## config.mk

```make
export PLATFORM = sky130hd
export DESIGN_NAME = gtxe2_chnl_cpll_lockdet_flat
export DESIGN_NICKNAME = d
export VERILOG_FILES = /design/src/rtl/gtxe2_chnl_cpll_lockdet_if.sv /design/src/rtl/gtxe2_chnl_cpll_lockdet.sv /design/src/flat_wrapper.sv
export SDC_FILE = /design/constraint.sdc
export NUM_CORES = 1
export LEC_CHECK = 0
export CORE_MARGIN = 2
export CORE_UTILIZATION = 38
export CTS_BUF_LIST = sky130_fd_sc_hd__clkbuf_8
export CTS_CLUSTER_DIAMETER = 40
export DETAILED_ROUTE_END_ITERATION = 7
export PLACE_DENSITY_LB_ADDON = 0.08
export SYNTH_ARGS = -nofsm -noshare
export SYNTH_HDL_FRONTEND = slang
export SYNTH_SLANG_ARGS = --single-unit
```

## constraint.sdc

```tcl
create_clock -name lockdet_clk -period 8.2 [get_ports lockdet_clk]
set_clock_uncertainty 0.15 [all_clocks]
set_input_delay 1.64 -clock lockdet_clk [delete_from_list [all_inputs] [get_ports lockdet_clk]]
set_output_delay 1.64 -clock lockdet_clk [all_outputs]
set_load 0.1 [all_outputs]
```

## src/rtl/gtxe2_chnl_cpll_lockdet_if.sv

```systemverilog
// ----------------------------------------------------------------------------
// gtxe2_chnl_cpll_lockdet_if
//
// Bundle of the CPLL lock-detector channel signals.
//   master : the channel side; drives lock_en, pd and the two observed
//            clocks, and receives the lock/loss status and window counts.
//   slave  : the detector side.
// CNT_W must match the CNT_W of the detector instance bound to it.
// ----------------------------------------------------------------------------
interface gtxe2_chnl_cpll_lockdet_if #(
    parameter int unsigned CNT_W = 16
);
    logic             lock_en;         // CPLLLOCKEN
    logic             pd;              // CPLLPD
    logic             ref_clk;         // CPLL reference clock (async)
    logic             fb_clk;          // CPLL feedback clock (async)
    logic             CPLLLOCK;
    logic             CPLLREFCLKLOST;
    logic             CPLLFBCLKLOST;
    logic [CNT_W-1:0] ref_count;       // ref_clk edges in last window
    logic [CNT_W-1:0] fb_count;        // fb_clk edges in last window
    logic             window_done;     // one-cycle result-update pulse

    modport master (
        output lock_en, pd, ref_clk, fb_clk,
        input  CPLLLOCK, CPLLREFCLKLOST, CPLLFBCLKLOST,
               ref_count, fb_count, window_done
    );

    modport slave (
        input  lock_en, pd, ref_clk, fb_clk,
        output CPLLLOCK, CPLLREFCLKLOST, CPLLFBCLKLOST,
               ref_count, fb_count, window_done
    );
endinterface

```

## src/rtl/gtxe2_chnl_cpll_lockdet.sv

```systemverilog
// ----------------------------------------------------------------------------
// gtxe2_chnl_cpll_lockdet
//
// Frequency-based CPLL lock and clock-loss detector. Counts rising edges of
// ref_clk and fb_clk over a fixed window of lockdet_clk cycles and derives
// CPLLLOCK / CPLLREFCLKLOST / CPLLFBCLKLOST from the counts.
//
// Ports:
//   lockdet_clk : detector clock
//   rst_n       : asynchronous active-low reset
//   bus         : slave side of gtxe2_chnl_cpll_lockdet_if
//                 (lock_en, pd, ref_clk, fb_clk in; status and counts out)
// ----------------------------------------------------------------------------
module gtxe2_chnl_cpll_lockdet #(
    parameter int unsigned WINDOW       = 1024,
    parameter int unsigned REF_EXP      = 256,
    parameter int unsigned FB_EXP       = 1280,
    parameter int unsigned TOL          = 2,
    parameter int unsigned LOCK_WINDOWS = 4,
    parameter int unsigned CNT_W        = 16
) (
    input  logic                            lockdet_clk,
    input  logic                            rst_n,
    gtxe2_chnl_cpll_lockdet_if.slave        bus
);

    localparam int unsigned    WIN_W    = $clog2(WINDOW);
    localparam logic [WIN_W-1:0] WIN_LAST = WIN_W'(WINDOW - 1);

    typedef enum logic [1:0] {
        IDLE,
        MEASURE,
        LOCKED
    } state_t;

    state_t           state_q, state_d;
    logic [WIN_W-1:0] win_q, win_d;
    logic [CNT_W-1:0] ref_cnt_q, ref_cnt_d;
    logic [CNT_W-1:0] fb_cnt_q, fb_cnt_d;
    logic [3:0]       good_q, good_d;
    logic             lock_q, lock_d;
    logic             ref_lost_q, ref_lost_d;
    logic             fb_lost_q, fb_lost_d;
    logic [CNT_W-1:0] ref_count_q, ref_count_d;
    logic [CNT_W-1:0] fb_count_q, fb_count_d;
    logic             done_q, done_d;
    // [0],[1] are the synchronizer stages, [2] is the edge-detect delay.
    logic [2:0]       ref_sync_q, ref_sync_d;
    logic [2:0]       fb_sync_q, fb_sync_d;

    logic             ref_edge, fb_edge;
    logic [CNT_W-1:0] ref_inc, fb_inc;
    logic             ref_ok, fb_ok;
    logic [3:0]       good_inc;

    function automatic logic [CNT_W-1:0] sat_inc(input logic [CNT_W-1:0] cnt,
                                                 input logic             hit);
        if (hit && (cnt != '1)) return cnt + CNT_W'(1);
        return cnt;
    endfunction

    // Compared at 32 bits so that neither operand truncates and the
    // subtraction is always taken in the non-negative direction.
    function automatic logic in_tol(input logic [CNT_W-1:0] cnt,
                                    input int unsigned      exp_cnt);
        logic [31:0] c;
        c = 32'(cnt);
        if (c >= exp_cnt) return (c - exp_cnt) <= TOL;
        return (exp_cnt - c) <= TOL;
    endfunction

    assign ref_edge = ref_sync_q[1] & ~ref_sync_q[2];
    assign fb_edge  = fb_sync_q[1]  & ~fb_sync_q[2];
    // The window's last cycle still includes an edge detected in that cycle.
    assign ref_inc  = sat_inc(ref_cnt_q, ref_edge);
    assign fb_inc   = sat_inc(fb_cnt_q, fb_edge);
    assign ref_ok   = in_tol(ref_inc, REF_EXP);
    assign fb_ok    = in_tol(fb_inc, FB_EXP);
    assign good_inc = good_q + 4'd1;

    always_comb begin
        // NOTE: every signal gets a default first so no path leaves one
        // unassigned, which would otherwise infer a latch.
        state_d     = state_q;
        win_d       = win_q;
        ref_cnt_d   = ref_cnt_q;
        fb_cnt_d    = fb_cnt_q;
        good_d      = good_q;
        lock_d      = lock_q;
        ref_lost_d  = ref_lost_q;
        fb_lost_d   = fb_lost_q;
        ref_count_d = ref_count_q;
        fb_count_d  = fb_count_q;
        done_d      = 1'b0;
        // Synchronizers run in every state so stale levels are flushed
        // before a measurement starts.
        ref_sync_d  = {ref_sync_q[1:0], bus.ref_clk};
        fb_sync_d   = {fb_sync_q[1:0], bus.fb_clk};

        if (bus.pd || !bus.lock_en) begin
            // Disable overrides every state and discards any partial window.
            state_d     = IDLE;
            win_d       = '0;
            ref_cnt_d   = '0;
            fb_cnt_d    = '0;
            good_d      = '0;
            lock_d      = 1'b0;
            ref_lost_d  = 1'b0;
            fb_lost_d   = 1'b0;
            ref_count_d = '0;
            fb_count_d  = '0;
        end else begin
            case (state_q)
                IDLE: begin
                    state_d   = MEASURE;
                    win_d     = '0;
                    ref_cnt_d = '0;
                    fb_cnt_d  = '0;
                    good_d    = '0;
                end
                MEASURE, LOCKED: begin
                    if (win_q == WIN_LAST) begin
                        win_d       = '0;
                        ref_cnt_d   = '0;
                        fb_cnt_d    = '0;
                        done_d      = 1'b1;
                        ref_count_d = ref_inc;
                        fb_count_d  = fb_inc;
                        ref_lost_d  = (ref_inc == '0);
                        fb_lost_d   = (fb_inc == '0);
                        if (ref_ok && fb_ok) begin
                            if (state_q == MEASURE) begin
                                good_d = good_inc;
                                if (good_inc == 4'(LOCK_WINDOWS)) begin
                                    state_d = LOCKED;
                                    lock_d  = 1'b1;
                                end
                            end
                        end else begin
                            state_d = MEASURE;
                            good_d  = '0;
                            lock_d  = 1'b0;
                        end
                    end else begin
                        win_d     = win_q + WIN_W'(1);
                        ref_cnt_d = ref_inc;
                        fb_cnt_d  = fb_inc;
                    end
                end
                default: state_d = IDLE;
            endcase
        end
    end

    // NOTE: sequential state uses non-blocking assignments so every flop
    // samples the pre-edge values, independent of statement order.
    always_ff @(posedge lockdet_clk or negedge rst_n) begin
        if (!rst_n) begin
            state_q     <= IDLE;
            win_q       <= '0;
            ref_cnt_q   <= '0;
            fb_cnt_q    <= '0;
            good_q      <= '0;
            lock_q      <= 1'b0;
            ref_lost_q  <= 1'b0;
            fb_lost_q   <= 1'b0;
            ref_count_q <= '0;
            fb_count_q  <= '0;
            done_q      <= 1'b0;
            ref_sync_q  <= '0;
            fb_sync_q   <= '0;
        end else begin
            state_q     <= state_d;
            win_q       <= win_d;
            ref_cnt_q   <= ref_cnt_d;
            fb_cnt_q    <= fb_cnt_d;
            good_q      <= good_d;
            lock_q      <= lock_d;
            ref_lost_q  <= ref_lost_d;
            fb_lost_q   <= fb_lost_d;
            ref_count_q <= ref_count_d;
            fb_count_q  <= fb_count_d;
            done_q      <= done_d;
            ref_sync_q  <= ref_sync_d;
            fb_sync_q   <= fb_sync_d;
        end
    end

    assign bus.CPLLLOCK       = lock_q;
    assign bus.CPLLREFCLKLOST = ref_lost_q;
    assign bus.CPLLFBCLKLOST  = fb_lost_q;
    assign bus.ref_count      = ref_count_q;
    assign bus.fb_count       = fb_count_q;
    assign bus.window_done    = done_q;

endmodule

```

## src/flat_wrapper.sv

```systemverilog
// flat-port wrapper written by rule: the top's interface ports become plain ports
module gtxe2_chnl_cpll_lockdet_flat 
#(
    parameter int unsigned WINDOW       = 1024,
    parameter int unsigned REF_EXP      = 256,
    parameter int unsigned FB_EXP       = 1280,
    parameter int unsigned TOL          = 2,
    parameter int unsigned LOCK_WINDOWS = 4,
    parameter int unsigned CNT_W        = 16
)
  (lockdet_clk, rst_n, bus_lock_en, bus_pd, bus_ref_clk, bus_fb_clk, bus_CPLLLOCK, bus_CPLLREFCLKLOST, bus_CPLLFBCLKLOST, bus_ref_count, bus_fb_count, bus_window_done);
  gtxe2_chnl_cpll_lockdet_if #(.CNT_W(CNT_W)) bus_i ();
  input  logic lockdet_clk;
  input  logic rst_n;
  input wire logic [$bits(bus_i.lock_en)-1:0] bus_lock_en;
  input wire logic [$bits(bus_i.pd)-1:0] bus_pd;
  input wire logic [$bits(bus_i.ref_clk)-1:0] bus_ref_clk;
  input wire logic [$bits(bus_i.fb_clk)-1:0] bus_fb_clk;
  output wire logic [$bits(bus_i.CPLLLOCK)-1:0] bus_CPLLLOCK;
  output wire logic [$bits(bus_i.CPLLREFCLKLOST)-1:0] bus_CPLLREFCLKLOST;
  output wire logic [$bits(bus_i.CPLLFBCLKLOST)-1:0] bus_CPLLFBCLKLOST;
  output wire logic [$bits(bus_i.ref_count)-1:0] bus_ref_count;
  output wire logic [$bits(bus_i.fb_count)-1:0] bus_fb_count;
  output wire logic [$bits(bus_i.window_done)-1:0] bus_window_done;
  assign bus_i.lock_en = bus_lock_en;
  assign bus_i.pd = bus_pd;
  assign bus_i.ref_clk = bus_ref_clk;
  assign bus_i.fb_clk = bus_fb_clk;
  assign bus_CPLLLOCK = bus_i.CPLLLOCK;
  assign bus_CPLLREFCLKLOST = bus_i.CPLLREFCLKLOST;
  assign bus_CPLLFBCLKLOST = bus_i.CPLLFBCLKLOST;
  assign bus_ref_count = bus_i.ref_count;
  assign bus_fb_count = bus_i.fb_count;
  assign bus_window_done = bus_i.window_done;
  gtxe2_chnl_cpll_lockdet #(.WINDOW(WINDOW), .REF_EXP(REF_EXP), .FB_EXP(FB_EXP), .TOL(TOL), .LOCK_WINDOWS(LOCK_WINDOWS), .CNT_W(CNT_W)) u_core (.lockdet_clk(lockdet_clk), .rst_n(rst_n), .bus(bus_i));
endmodule
```

Word-level counts from Yosys, hierarchy flattened
Index checks and enable logic that the tools add are counted.
{"block": "totals", "inputBits": 6, "out_inout_bits": 36, "ff_bits": 90, "word_cells": 111}
{"block": "op_classes", "n_reduce_logical": 16, "add_sub_neg": 8, "muxes": 53, "n_eq_ne": 11, "n_bitwise": 4, "magnitude_cmp": 6}
{"cell": "$mux 16", "n": 14}
{"cell": "$le 32x2->1 const B", "n": 4}
{"cell": "$pmux 16 s2", "n": 2}
{"cell": "$add 16x1->16 const B", "n": 2}
{"cell": "$logic_not 16->1", "n": 2}
{"cell": "$ne 16x16->1 const B", "n": 2}
{"cell": "$mux 1", "n": 23}
{"cell": "$mux 10", "n": 2}
{"cell": "$pmux 10 s2", "n": 1}
{"cell": "$sub 11x16->17 const A", "n": 1}
{"cell": "$sub 16x11->17 const B", "n": 1}
{"cell": "$sub 16x9->17 const B", "n": 1}
{"cell": "$sub 9x16->17 const A", "n": 1}
{"cell": "$ge 16x11->1 const B", "n": 1}
{"cell": "$ge 16x9->1 const B", "n": 1}
{"cell": "$mux 4", "n": 4}
{"cell": "$add 10x1->10 const B", "n": 1}
{"cell": "$eq 10x10->1 const B", "n": 1}
{"cell": "$mux 2", "n": 5}
{"cell": "$ne 4x3->1 const B", "n": 2}
{"cell": "$pmux 4 s2", "n": 1}
{"cell": "$ne 3x2->1 const B", "n": 2}
{"cell": "$reduce_and 3->1", "n": 2}
{"cell": "$add 4x1->4 const B", "n": 1}
{"cell": "other kinds (16)", "n": 21}

Depth between registers and ports, before layout
{"block": "logic_depth", "ltp_word": 14, "mapped_depth": 14, "ltp_nobuf": 14}

Least setup slack after synthesis
OpenSTA, ideal clock, no wires.
{"block": "synth_path", "kind": "register to register", "startpoint": "register u_core.fb_cnt_q[0]", "endpoint": "register u_core.good_q[0]", "setup_time_ns": 0.064, "required_ns": 7.986, "path_slack_ns": 4.200, "path_buffers": 0, "arrival_time_ns": 3.786, "path_stages_with_launch": 14, "synth_period_minus_slack_ns": 4.000, "path_cell_list": "dfrtp_1 > ha_1 > nand4_1 > nor4_2 > nor2_1 > mux2i_1 > ha_1 > nand3_2 > or4_1 > o211a_1 > or4_4 > a211oi_4 > and3_1 > mux2_2"}
{"block": "synth_between", "elab_chain_len": 13, "word_cells_on_any_way": 21, "classes_between": "3 x add/sub; 3 x order compare; 2 x eq/ne; 10 x mux; 3 x reduce/logical"}
{"item": "from (decl)", "line_no": "gtxe2_chnl_cpll_lockdet.sv:39", "text": "logic [CNT_W-1:0] fb_cnt_q, fb_cnt_d;"}
{"item": "from (signal assigned)", "line_no": "gtxe2_chnl_cpll_lockdet.sv:176", "text": "fb_cnt_q <= fb_cnt_d;"}
{"item": "parallel branches: the longest is 3 deep, another holds $add 16x1->16"}
{"item": "$mux 16 (*)", "line_no": "gtxe2_chnl_cpll_lockdet.sv:59", "text": "return cnt;"}
{"item": "$sub 16x11->17", "line_no": "gtxe2_chnl_cpll_lockdet.sv:68", "text": "if (c >= exp_cnt) return (c - exp_cnt) <= TOL;"}
{"item": "$le 32x2->1", "line_no": "gtxe2_chnl_cpll_lockdet.sv:68"}
{"item": "$mux 1", "line_no": "gtxe2_chnl_cpll_lockdet.sv:68"}
{"item": "$mux 1 (*)", "line_no": "gtxe2_chnl_cpll_lockdet.sv:69", "text": "return (exp_cnt - c) <= TOL;"}
{"item": "$logic_and 1x1->1 (*)", "line_no": "gtxe2_chnl_cpll_lockdet.sv:131", "text": "if (ref_ok && fb_ok) begin"}
{"item": "$mux 4", "line_no": "gtxe2_chnl_cpll_lockdet.sv:131"}
{"item": "$mux 4", "line_no": "gtxe2_chnl_cpll_lockdet.sv:122", "text": "if (win_q == WIN_LAST) begin"}
{"item": "$pmux 4 s2", "line_no": "gtxe2_chnl_cpll_lockdet.sv:113", "text": "case (state_q)"}
{"item": "$mux 4", "line_no": "gtxe2_chnl_cpll_lockdet.sv:100", "text": "if (bus.pd || !bus.lock_en) begin"}
{"item": "to (signal assigned)", "line_no": "gtxe2_chnl_cpll_lockdet.sv:177", "text": "good_q <= good_d;"}
{"item": "to (decl)", "line_no": "gtxe2_chnl_cpll_lockdet.sv:40", "text": "logic [3:0] good_q, good_d;"}
Every way passes the cells marked *. The select of a mux whose other input is x is not followed.
A chain may end at the register's enable or synchronous reset.

Worst setup path after layout
Ends and elaborated chain as after synthesis.

==> qor.csv <==
metric;value;unit
worst hold stages;0;
Seq/Total Area, Yosys;42.09;%
LEAKAGE;2.589;nW
Primary FF master, synth;dfrtp_1;
TritonCTS Buffers;9;
cts-stage hold buffer count;0;
chip width;122.7;µm
worst r2r path cells;13;
R2R Path Start;u_core.fb_cnt_q[0]$_DFFE_PN0P_;
min-delay src;u_core.fb_sync_q[0]$_DFF_PN0_;
routed wire length;15000;µm
Final ANT Viol Nets;0;
r2r endpoint;u_core.good_q[0]$_DFFE_PN0P_;
Post-Syn Area;5351;µm²
post-DP HPWL;10680;µm
via count;4658;
Hold Fails Final Rpt;0;
min cycle time layout;4.836;ns
CTS sink count;90;
Area Overhead vs Synth;14.54;%
fin. max-slew vios;0;
Pwr Total;0.8280;mW
Resize count post-CTS;0;
GRT Util Overall;21.30;%
met2 Use GR;33.25;%
clock transition at the registers of the reported paths;0.10;ns
Slew HR;34.37;%
DIE HEIGHT;122.7;µm
CP endpoint kind;flop;
most frequent cells in the layout;nand2_1 (98), dfrtp_1 (90), o21ai_0 (69);
Fillers;1338;
first-pass GRT wire length;24670;µm
Setup Fix Bufs, Post-CTS;0;
Routability Congestion;0.9348;
Initial Utilization;38.70;%
Bufs on Longest Clock Path;2;
Worst Hold End;u_core.fb_sync_q[1]$_DFF_PN0_;
final setup fails;0;
Syn Nets;613;
most common cell after layout, fill and taps aside;nand2_1;
wire length per cell;18.59;µm
FF-to-FF setup slack;3.36;ns
Residual DRC;0;
CP max FO;7;
synthesized flop and latch total;90;
Final period util;58.97;%
Core Box Area;13830;µm²
Distinct cells, synth;75;
NumNets Final;641;
crit start category;flop;
Worst Hold Class;reg2reg;
CTS tree;done;
RSZ-0062 raised after global routing;false;
Peak VDD IR;0.06616;mV
Achievable Freq;206.8;MHz
Data arrival, critical path;5.02;ns
Avg Cell Area, Syn;9.009;µm²
Row Count;43;
CTS HTree Levels;3;
Fin Setup TNS;0;ns
fraction of registers with async set/reset;100.0;%
initial antenna violation count;0;
DRT Pass-1 Iters;4;
Post-synth EDFFs;0;
layout cells sized above 1;8.612;%
WP data required;8.38;ns
met1 Use GR;29.45;%
status;complete, no violations;
final core occ;44.33;%
Root Buffer;clkbuf_8;
GR met3 Demand/Resource;3.253;%
GRT overflow;0;
Post-Syn Instances;594;
Iter 0 DRT Violations;249;
Die Area;15050;µm²
crit path kind;reg2reg;
Pwr per Cell Area;135.1;nW/µm²
largest net degree at the start of global routing;54;
Top-Level Pins;42;
maxcap violations;0;
number of global-route vias before repair;4628;
GRT Max-Usage Layer;met2;
number of port buffers;41;
Synth Warn #;0;
Worst-Margin Slew;0.9814;ns
clk_lat worst skew;0.40;ns
DR vias/cell;5.772;
Antenna Cells;0;
## metal layers
| metal | part of all wire, % | vias to the layer above |
|---|---|---|
| met1 | 47 | 2270 |
| met5 | 0 | - |
| met2 | 46 | 140 |
| li1 | - | 2227 |
| met4 | 2.2 | 0 |
| met3 | 4.3 | 21 |
## worst max path at each step
stage	start	endpoint	depth (start not counted)
4_1_cts	u_core.fb_cnt_q[0]$_DFFE_PN0P_	u_core.good_q[0]$_DFFE_PN0P_	13
3_3_place_gp	u_core.fb_cnt_q[0]$_DFFE_PN0P_	u_core.good_q[0]$_DFFE_PN0P_	13
3_5_place_dp	u_core.fb_cnt_q[0]$_DFFE_PN0P_	u_core.good_q[0]$_DFFE_PN0P_	13
6_report	u_core.fb_cnt_q[0]$_DFFE_PN0P_	u_core.good_q[0]$_DFFE_PN0P_	13
5_1_grt	u_core.fb_cnt_q[0]$_DFFE_PN0P_	u_core.good_q[0]$_DFFE_PN0P_	13
2_1_floorplan	u_core.fb_cnt_q[0]$_DFFE_PN0P_	u_core.good_q[0]$_DFFE_PN0P_	13
## synth_stat cells, types with 4 or more instances
library cell / instances / share of area [%]
a211oi_1: 6 / 0.84
xor2_1: 6 / 0.98
nand2b_1: 6 / 0.70
nand4_1: 10 / 1.2
a21o_1: 6 / 0.84
o22ai_1: 6 / 0.70
o21ai_1: 6 / 0.56
clkbuf_1: 23 / 1.6
nor3_1: 13 / 1.2
a31oi_1: 4 / 0.47
nor4_2: 4 / 0.94
nor4_1: 10 / 1.2
nor2_1: 24 / 1.7
a21oi_1: 9 / 0.84
xnor2_1: 21 / 3.4
or3_1: 7 / 0.82
a22o_1: 15 / 2.5
dfrtp_1: 90 / 42
inv_1: 15 / 1.1
nand3_1: 25 / 2.3
and3_1: 15 / 1.8
or2_2: 4 / 0.47
mux2i_1: 4 / 0.75
o21ai_0: 69 / 6.5
ha_1: 13 / 3.0
o31ai_1: 6 / 0.84
or4_1: 5 / 0.70
nand2_1: 98 / 6.9
and2_1: 6 / 0.70
buf_2: 6 / 0.56
nor2b_1: 5 / 0.58
## worst max-delay path: stages (launching register included)
cell	delay (ns)
dfrtp_1	0.53
ha_1	0.29
nand4_1	0.17
nor4_2	0.47
nor2_1	0.15
mux2i_1	0.57
ha_1	0.35
nand3_2	0.14
or4_1	0.55
o211a_1	0.17
or4_4	0.56
a211oi_4	0.34
and3_1	0.20
mux2_2	0.14
## registers in the layout, summed over array words and instances (netlist names), 2 cells and up
name and cells:
u_core.ref_sync_q 3, u_core.bus.ref_count 16, u_core.good_q 4, u_core.win_q 10, u_core.bus.fb_count 16, u_core.fb_cnt_q 16
u_core.state_q 2, u_core.ref_cnt_q 16, u_core.fb_sync_q 3
## layout make-up
class	count	area [µm²]	area share [%]
tap	180	225.2	3.674
clock buffer	9	123.9	2.021
inverter	17	63.81	1.041
clock inverter	7	96.34	1.572
multi-input combinational	458	2923	47.68
timing repair buffer	46	445.4	7.267
sequential	90	2252	36.74
## report_power, final
| group | internal, mW | switching, mW | leakage, nW | total (mW) |
|---|---|---|---|---|
| logic | 0.0113 | 0.0278 | 1.24 | 0.0391 |
| registers | 0.446 | 0.00221 | 1.24 | 0.448 |
| clock network | 0.151 | 0.190 | 0.109 | 0.341 |
## logic make-up (layout without fill, tap and decap cells)
kind of cell	Yosys count	count (layout)	share of synthesized area, %
simple gates	252	252	25.16
xor+xnor	27	27	4.419
mux	6	6	1.169
fa+ha+maj	13	13	3.040
compound gates	160	160	20.76
buf+inv	46	79	3.367
flops	90	90	42.09
## metrics by stage
| stage | hold slack, ns | setup WS [ns] | instance area (µm²) | instances |
|---|---|---|---|---|
| after global routing | 0.2200 | 3.099 | 6130 | 807 |
| after detailed placement | 0.1909 | 3.379 | 5909 | 791 |
| after floorplan | 0.1812 | 4.200 | 5351 | 594 |
| final | 0.2098 | 3.364 | 6130 | 807 |
| after global placement | 0.1890 | 3.444 | 5909 | 791 |
| after CTS | 0.2155 | 3.340 | 6130 | 807 |
Power figures use the tool's default switching activity.
